===== config.mk =====
export PLATFORM = sky130hd
export DESIGN_NAME = if_fetch
export DESIGN_NICKNAME = d
export VERILOG_FILES = /design/src/rtl/if_pkg.sv /design/src/rtl/if_pc_gen.sv /design/src/rtl/if_fetch.sv
export SDC_FILE = /design/constraint.sdc
export NUM_CORES = 1
export LEC_CHECK = 0
export ABC_AREA = 1
export BUFFER_PORTS_ARGS = -buffer_cell sky130_fd_sc_hd__buf_2
export CAP_MARGIN = 20
export CORE_AREA = 4 4 135 137
export DETAILED_ROUTE_END_ITERATION = 7
export DIE_AREA = 0 0 139 141
export PLACE_DENSITY = 0.66
export SYNTH_ARGS = -nofsm -noshare
export SYNTH_HDL_FRONTEND = slang
export SYNTH_HIERARCHICAL = 1
export SYNTH_SLANG_ARGS = --single-unit

===== constraint.sdc =====
create_clock -name clk_i -period 3.09 [get_ports clk_i]
set_clock_uncertainty 0.05 [all_clocks]
set_input_delay 0.309 -clock clk_i [delete_from_list [all_inputs] [get_ports clk_i]]
set_output_delay 0.309 -clock clk_i [all_outputs]
set_load 0.05 [all_outputs]

===== src/rtl/if_pkg.sv =====
//------------------------------------------------------------------------------
// Module   : if_pkg
// Purpose  : Shared types and constants for the instruction-fetch stage.
// Revision : 1.0 - initial release
//------------------------------------------------------------------------------
`default_nettype none

package if_pkg;

    typedef enum logic [1:0] {
        ST_IDLE  = 2'd0,
        ST_FETCH = 2'd1,
        ST_HOLD  = 2'd2
    } if_state_e;

    localparam logic [31:0] C_NOP      = 32'h0000_0000;
    localparam logic [31:0] C_RESET_PC = 32'h0000_0000;

endpackage

`default_nettype wire


===== src/rtl/if_pc_gen.sv =====
//------------------------------------------------------------------------------
// Module   : if_pc_gen
// Purpose  : Program counter register, +4 incrementer and redirect mux.
// Revision : 1.0 - initial release
//------------------------------------------------------------------------------
`default_nettype none

module if_pc_gen
    import if_pkg::*;
#(
    parameter int          ADDR_W   = 32,
    parameter logic [31:0] RESET_PC = C_RESET_PC
) (
    input  logic              clk_i,
    input  logic              rst_i,
    input  logic              inc_i,
    input  logic              branch_i,
    input  logic [ADDR_W-1:0] branch_target_i,
    input  logic              pend_i,
    input  logic [ADDR_W-1:0] pend_target_i,
    output logic [ADDR_W-1:0] pc_o,
    output logic [ADDR_W-1:0] pc_plus4_o
);

    localparam logic [ADDR_W-1:0] C_ALIGN_MASK = ~ADDR_W'(3);

    logic [ADDR_W-1:0] pc_d;
    logic [ADDR_W-1:0] pc_q;

    always_ff @(posedge clk_i) begin
        if (rst_i) begin
            pc_q <= ADDR_W'(RESET_PC);
        end else begin
            pc_q <= pc_d;
        end
    end

    // A fresh branch beats an older pending redirect, which beats sequential flow.
    always_comb begin
        pc_plus4_o = pc_q + ADDR_W'(4);
        pc_d       = pc_q;
        if (branch_i) begin
            pc_d = branch_target_i & C_ALIGN_MASK;
        end else if (pend_i) begin
            pc_d = pend_target_i & C_ALIGN_MASK;
        end else if (inc_i) begin
            pc_d = pc_plus4_o;
        end
    end

    assign pc_o = pc_q;

endmodule

`default_nettype wire


===== src/rtl/if_fetch.sv =====
//------------------------------------------------------------------------------
// Module   : if_fetch
// Purpose  : Instruction fetch stage with stall hold and branch redirect.
//            Optional perf counters enabled by defining IF_PERF_CNT_EN.
// Revision : 1.0 - initial release
//------------------------------------------------------------------------------
`default_nettype none

module if_fetch
    import if_pkg::*;
#(
    parameter logic [31:0] RESET_PC = C_RESET_PC,
    parameter int          ADDR_W   = 32
) (
    input  logic              clk_i,
    input  logic              rst_i,
    input  logic              stall_i,
    input  logic              branch_taken_i,
    input  logic [ADDR_W-1:0] branch_target_i,
    output logic              imem_req_o,
    output logic [ADDR_W-1:0] imem_addr_o,
    input  logic              imem_ack_i,
    input  logic [ADDR_W-1:0] imem_data_i,
    output logic [ADDR_W-1:0] pc_o,
    output logic [ADDR_W-1:0] inst_o,
    output logic              ifid_write_o,
    output logic              flush_o
`ifdef IF_PERF_CNT_EN
    ,
    output logic [31:0]       fetch_cnt_o,
    output logic [31:0]       stall_cnt_o
`endif
);

    localparam logic [ADDR_W-1:0] C_ALIGN_MASK = ~ADDR_W'(3);

    if_state_e         state_d;
    if_state_e         state_q;
    logic              pend_valid_d;
    logic              pend_valid_q;
    logic [ADDR_W-1:0] pend_target_d;
    logic [ADDR_W-1:0] pend_target_q;
    logic [ADDR_W-1:0] hold_d;
    logic [ADDR_W-1:0] hold_q;

    logic              w_pc_inc;
    logic              w_pc_branch;
    logic              w_pc_pend;
    logic [ADDR_W-1:0] w_pc;
    logic [ADDR_W-1:0] w_pc_plus4;

    if_pc_gen #(
        .ADDR_W   (ADDR_W),
        .RESET_PC (RESET_PC)
    ) u_pc_gen (
        .clk_i           (clk_i),
        .rst_i           (rst_i),
        .inc_i           (w_pc_inc),
        .branch_i        (w_pc_branch),
        .branch_target_i (branch_target_i),
        .pend_i          (w_pc_pend),
        .pend_target_i   (pend_target_q),
        .pc_o            (w_pc),
        .pc_plus4_o      (w_pc_plus4)
    );

    always_ff @(posedge clk_i) begin
        if (rst_i) begin
            state_q       <= ST_IDLE;
            pend_valid_q  <= 1'b0;
            pend_target_q <= '0;
            hold_q        <= '0;
        end else begin
            state_q       <= state_d;
            pend_valid_q  <= pend_valid_d;
            pend_target_q <= pend_target_d;
            hold_q        <= hold_d;
        end
    end

    always_comb begin
        state_d       = state_q;
        pend_valid_d  = pend_valid_q;
        pend_target_d = pend_target_q;
        hold_d        = hold_q;
        w_pc_inc      = 1'b0;
        w_pc_branch   = 1'b0;
        w_pc_pend     = 1'b0;
        case (state_q)
            ST_IDLE: begin
                state_d = ST_FETCH;
            end
            ST_FETCH: begin
                if (branch_taken_i) begin
                    // Without ack the bus must keep its address, so park the target.
                    if (imem_ack_i) begin
                        w_pc_branch  = 1'b1;
                        pend_valid_d = 1'b0;
                    end else begin
                        pend_valid_d  = 1'b1;
                        pend_target_d = branch_target_i & C_ALIGN_MASK;
                    end
                end else if (imem_ack_i) begin
                    if (pend_valid_q) begin
                        w_pc_pend    = 1'b1;
                        pend_valid_d = 1'b0;
                    end else if (stall_i) begin
                        hold_d  = imem_data_i;
                        state_d = ST_HOLD;
                    end else begin
                        w_pc_inc = 1'b1;
                    end
                end
            end
            ST_HOLD: begin
                if (branch_taken_i) begin
                    w_pc_branch = 1'b1;
                    state_d     = ST_FETCH;
                end else if (!stall_i) begin
                    w_pc_inc = 1'b1;
                    state_d  = ST_FETCH;
                end
            end
            default: begin
                state_d = ST_IDLE;
            end
        endcase
    end

    // Outputs are forced low while rst_i is high so a reset-cycle ack is invisible.
    always_comb begin
        imem_req_o   = 1'b0;
        imem_addr_o  = '0;
        ifid_write_o = 1'b0;
        flush_o      = 1'b0;
        inst_o       = ADDR_W'(C_NOP);
        pc_o         = '0;
        if (!rst_i) begin
            imem_addr_o = w_pc;
            case (state_q)
                ST_FETCH: begin
                    imem_req_o = 1'b1;
                    flush_o    = branch_taken_i;
                    if (imem_ack_i && !branch_taken_i && !pend_valid_q && !stall_i) begin
                        ifid_write_o = 1'b1;
                        inst_o       = imem_data_i;
                        pc_o         = w_pc_plus4;
                    end
                end
                ST_HOLD: begin
                    flush_o = branch_taken_i;
                    if (!branch_taken_i && !stall_i) begin
                        ifid_write_o = 1'b1;
                        inst_o       = hold_q;
                        pc_o         = w_pc_plus4;
                    end
                end
                default: begin
                    imem_req_o = 1'b0;
                end
            endcase
        end
    end

`ifdef IF_PERF_CNT_EN
    logic [31:0] fetch_cnt_d;
    logic [31:0] fetch_cnt_q;
    logic [31:0] stall_cnt_d;
    logic [31:0] stall_cnt_q;

    always_ff @(posedge clk_i) begin
        if (rst_i) begin
            fetch_cnt_q <= '0;
            stall_cnt_q <= '0;
        end else begin
            fetch_cnt_q <= fetch_cnt_d;
            stall_cnt_q <= stall_cnt_d;
        end
    end

    always_comb begin
        fetch_cnt_d = fetch_cnt_q + {31'd0, ifid_write_o};
        stall_cnt_d = stall_cnt_q + {31'd0, (stall_i && (state_q != ST_IDLE))};
    end

    assign fetch_cnt_o = fetch_cnt_q;
    assign stall_cnt_o = stall_cnt_q;
`endif

endmodule

`default_nettype wire


After elaboration in Yosys (flattened, before gate mapping). Index checks and enable logic that the tools add are counted.

Register bits: 97. Output and inout port bits: 99.

Reductions and logical operators: 16. Add/sub/neg operators: 1. Multiplexer cells: 44. Equality and inequality tests: 7. Bitwise logic cells: 3.

Operators with widths (number): 2-to-1 mux 32 bit (10); case mux 32 bit (2 select lines) (2); adder 32 x 3 -> 32 bit (second input constant) (1); 2-to-1 mux 1 bit (22); 2-to-1 mux 2 bit (6); AND reduction 5 bit (2); != test 2 bit (second input constant) (4); case mux 1 bit (2 select lines) (3); case mux 2 bit (3 select lines) (1); logical AND 1 bit (4); zero test 1 bit (3); != test 3 bit (second input constant) (1); NOT 1 bit (3); AND reduction 3 bit (1); nonzero test 3 bit (1); OR reduction 3 bit (1); equality test 2 x 1 -> 1 bit (second input constant) (1); equality test 2 bit (second input constant) (1); zero test 2 bit (1); AND reduction 2 bit (1); nonzero test 2 bit (1); OR reduction 2 bit (1).

Depth between registers and ports, before layout.
Depth in word-level cells: 8. Mapped depth: 13. Gate-level depth less buffers: 12.

Cells and area by module. The synthesis kept the hierarchy.

Modules (own cells, without submodules): if_fetch (area each 4127.7 um2, cells each 702, sequential area each 1301.2 um2, instances 1); if_pc_gen (area each 2610.0 um2, cells each 479, sequential area each 600.6 um2, instances 1).

Worst setup path before layout. OpenSTA, ideal clock, no wires.

Kind: register to output. Start point: register state_q[0]. End point: output inst_o[22]. Required time: 2731 ps. Cell stages (with the launch flop): 8. Setup slack: 732 ps. Arrival time: 1999 ps. Cell sequence: dfxtp_1 > inv_1 > ha_1 > inv_1 > nor2_1 > inv_1 > buf_1 > a21oi_1.

Cells in the longest elaborated chain, start to end: 3.

RTL lines: start, declared (line if_fetch.sv:38) `if_state_e state_q;`; start signal, assigned (line if_fetch.sv:74) `state_q <= state_d;`; equality test 2 bit or equality test 2 x 1 -> 1 bit (tied branches) (line if_fetch.sv:140) `case (state_q)`; case mux 32 bit (2 select lines) (*) (line if_fetch.sv:140); 2-to-1 mux 32 bit (*) (line if_fetch.sv:138) `if (!rst_i) begin`; end, declared (line if_fetch.sv:25) `output logic [ADDR_W-1:0] inst_o,`.

Every way passes the cells marked *; elsewhere a longest branch is shown, timed or not.

Final worst setup path.
Start point: register state_q[0]. End point: output inst_o[30].

Same word-level chain as after synthesis.

==> reports/qor.txt <==
Die Span Y: 141 um
final core occ: 46.81%
largest net degree at the start of global routing: 61
Arr. time, crit path: 2.55 ns
first-iteration detailed-routing DRC count: 371
Clock Power Share: 30.6%
switching part of the total: 38.06%
Critical Path Sink Type: primary output
type of origin of the critical path: register
post-CTS setup buffers: 0
worst-path fanout max: 33
Tmin final: 2.913 ns
Max Slew Vio Count: 0
CTS Buffer Depth: 2
Seq pwr share: 38.3%
Post-layout nets: 1379
Mean Syn Cell Area: 5.707 um^2
WL per Instance: 13.26 um
initial antenna violation count: 0
GPL Wtd Cong: 0.8797
CTS buffer count: 9
max-cap violations: 0
ratio of cells with drive above 1 in the final layout: 19.68%
DRC violations left: 0
most common cell after layout, fill and taps aside: inv_1
relative slew slack: 27.80%
clk slew on worst S/H paths: 0.07 ns
Core Region: 17060 um^2
vias in the first global route: 6548
Core Rows: 48
Placement Cell Area: 7672 um^2
Final period util: 94.26%
GRT Total Usage: 20.54%
Via Count: 7230
Routed WL: 20360 um
Power Dens Cells: 483.0 nW/um^2
Comb power frac: 31.1%
Synth-to-Final Area Change: 18.56%
RSZ-0062 raised after global routing: yes
grt ovf: 0
Routed Antenna Nets: 0
Hold-fix buffers, CTS: 0
internal cell power: 2.388 mW
WHS: 0.1967 ns
setup TNS: 0 ns
DIE AREA: 19600 um^2
I/O pin count: 168
Final Setup Violations: 0
CTS tree: built
Cells after Synth: 1180
commonest non-fill, non-tap cells in the layout: 264 x inv_1, 248 x nand2_1, 161 x buf_2
Initial Util: 39.48%
Synth warnings: 6
port bufs: 161
switching power: 1.468 mW
Syn Std Cell Area: 6734 um^2
Pleak: 3.726 nW
CTS root buf: clkbuf_16
fin area: 7984 um^2
Crit Path Category: register to primary output
vias per std cell: 4.707
Worst Max-Slew Pin Slew: 1.082 ns
run status: finished clean
Worst Hold Class: input pin to register
first-pass GRT wire length: 33170 um
clock latency on the worst-skew pair: 0.34 ns
DP Wirelength: 14420 um
TritonRoute pass-1 iters: 5
total power: 3.856 mW
Worst EP required: 2.73 ns
Peak Freq: 0.3433 GHz
antenna cells: 0
Die X: 139 um
worst vdd ir: 276.2 uV
fill count: 1875
CTS Sinks: 95
Final Hold Vio Count: 0
# H-tree levels: 3
post_cts resized: 0
-- power by group through the flow --
stage,Combinational (mW),Sequential [mW],Clock [mW]
finish,1.20,1.48,1.18
CTS,1.20,1.48,1.21
global placement,1.18,1.50,0
detailed placement,1.19,1.50,0
floorplan,0.905,1.47,0
global route,1.35,1.49,1.27
-- path summary, 6_finish.rpt --
kind | end | from | depth (start not counted) | slack [ns]
setup / recovery | inst_o[30] | state_q[0]$_SDFFE_PP0P_ | 7 | 0.18
hold / removal | u_pc_gen/pc_o[4]$_SDFFE_PP0P_ | branch_target_i[4] | 3 | 0.20
setup reg to reg | u_pc_gen/pc_o[20]$_SDFFE_PP0P_ | state_q[1]$_SDFFE_PP0P_ | 11 | 0.68
hold reg to reg | pend_target_q[25]$_SDFFE_PP0P_ | pend_target_q[25]$_SDFFE_PP0P_ | 2 | 0.40
-- flip-flops by register name (all words and copies together), names as in the netlist --
| register | flops |
|---|---|
| hold_q | 32 |
| pend_target_q | 30 |
| state_q | 2 |
| pend_valid_q | 1 |
| u_pc_gen/pc_o | 30 |
-- final cells by class --
cell class	count	area [um^2]	area share, %
clock buffers	14	274.0	3.432
clock inverters	2	37.54	0.4701
multi-input cells	751	3538	44.32
flip-flops and latches	95	1902	23.82
repair buffers	178	933.4	11.69
inverters	271	1017	12.74
well taps	225	281.5	3.526
-- critical path, stage by stage (launching register included) --
cell,delay (ns)
dfxtp_1,0.37
inv_1,0.08
ha_1,0.27
inv_1,0.08
nor2_1,0.21
inv_1,0.50
a21oi_1,0.38
buf_2,0.32
-- stage by stage --
step | worst slack (ns) | cells
6_report | 0.1774 | 1536
3_5_place_dp | 0.5648 | 1520
4_1_cts | 0.1553 | 1536
2_1_floorplan | 0.7316 | 1183
3_3_place_gp | 0.5748 | 1520
5_1_grt | -0.01175 | 1536
-- metal layers --
metal | part of all wire [%] | GRT usage, % | vias to the layer above
met5 | 0 | 0 | -
met4 | 2.3 | 7.467 | 0
met3 | 5.4 | 2.714 | 28
met2 | 47 | 34.67 | 219
met1 | 46 | 26.98 | 3179
li1 | - | - | 3804
Power figures use the tool's default switching activity.
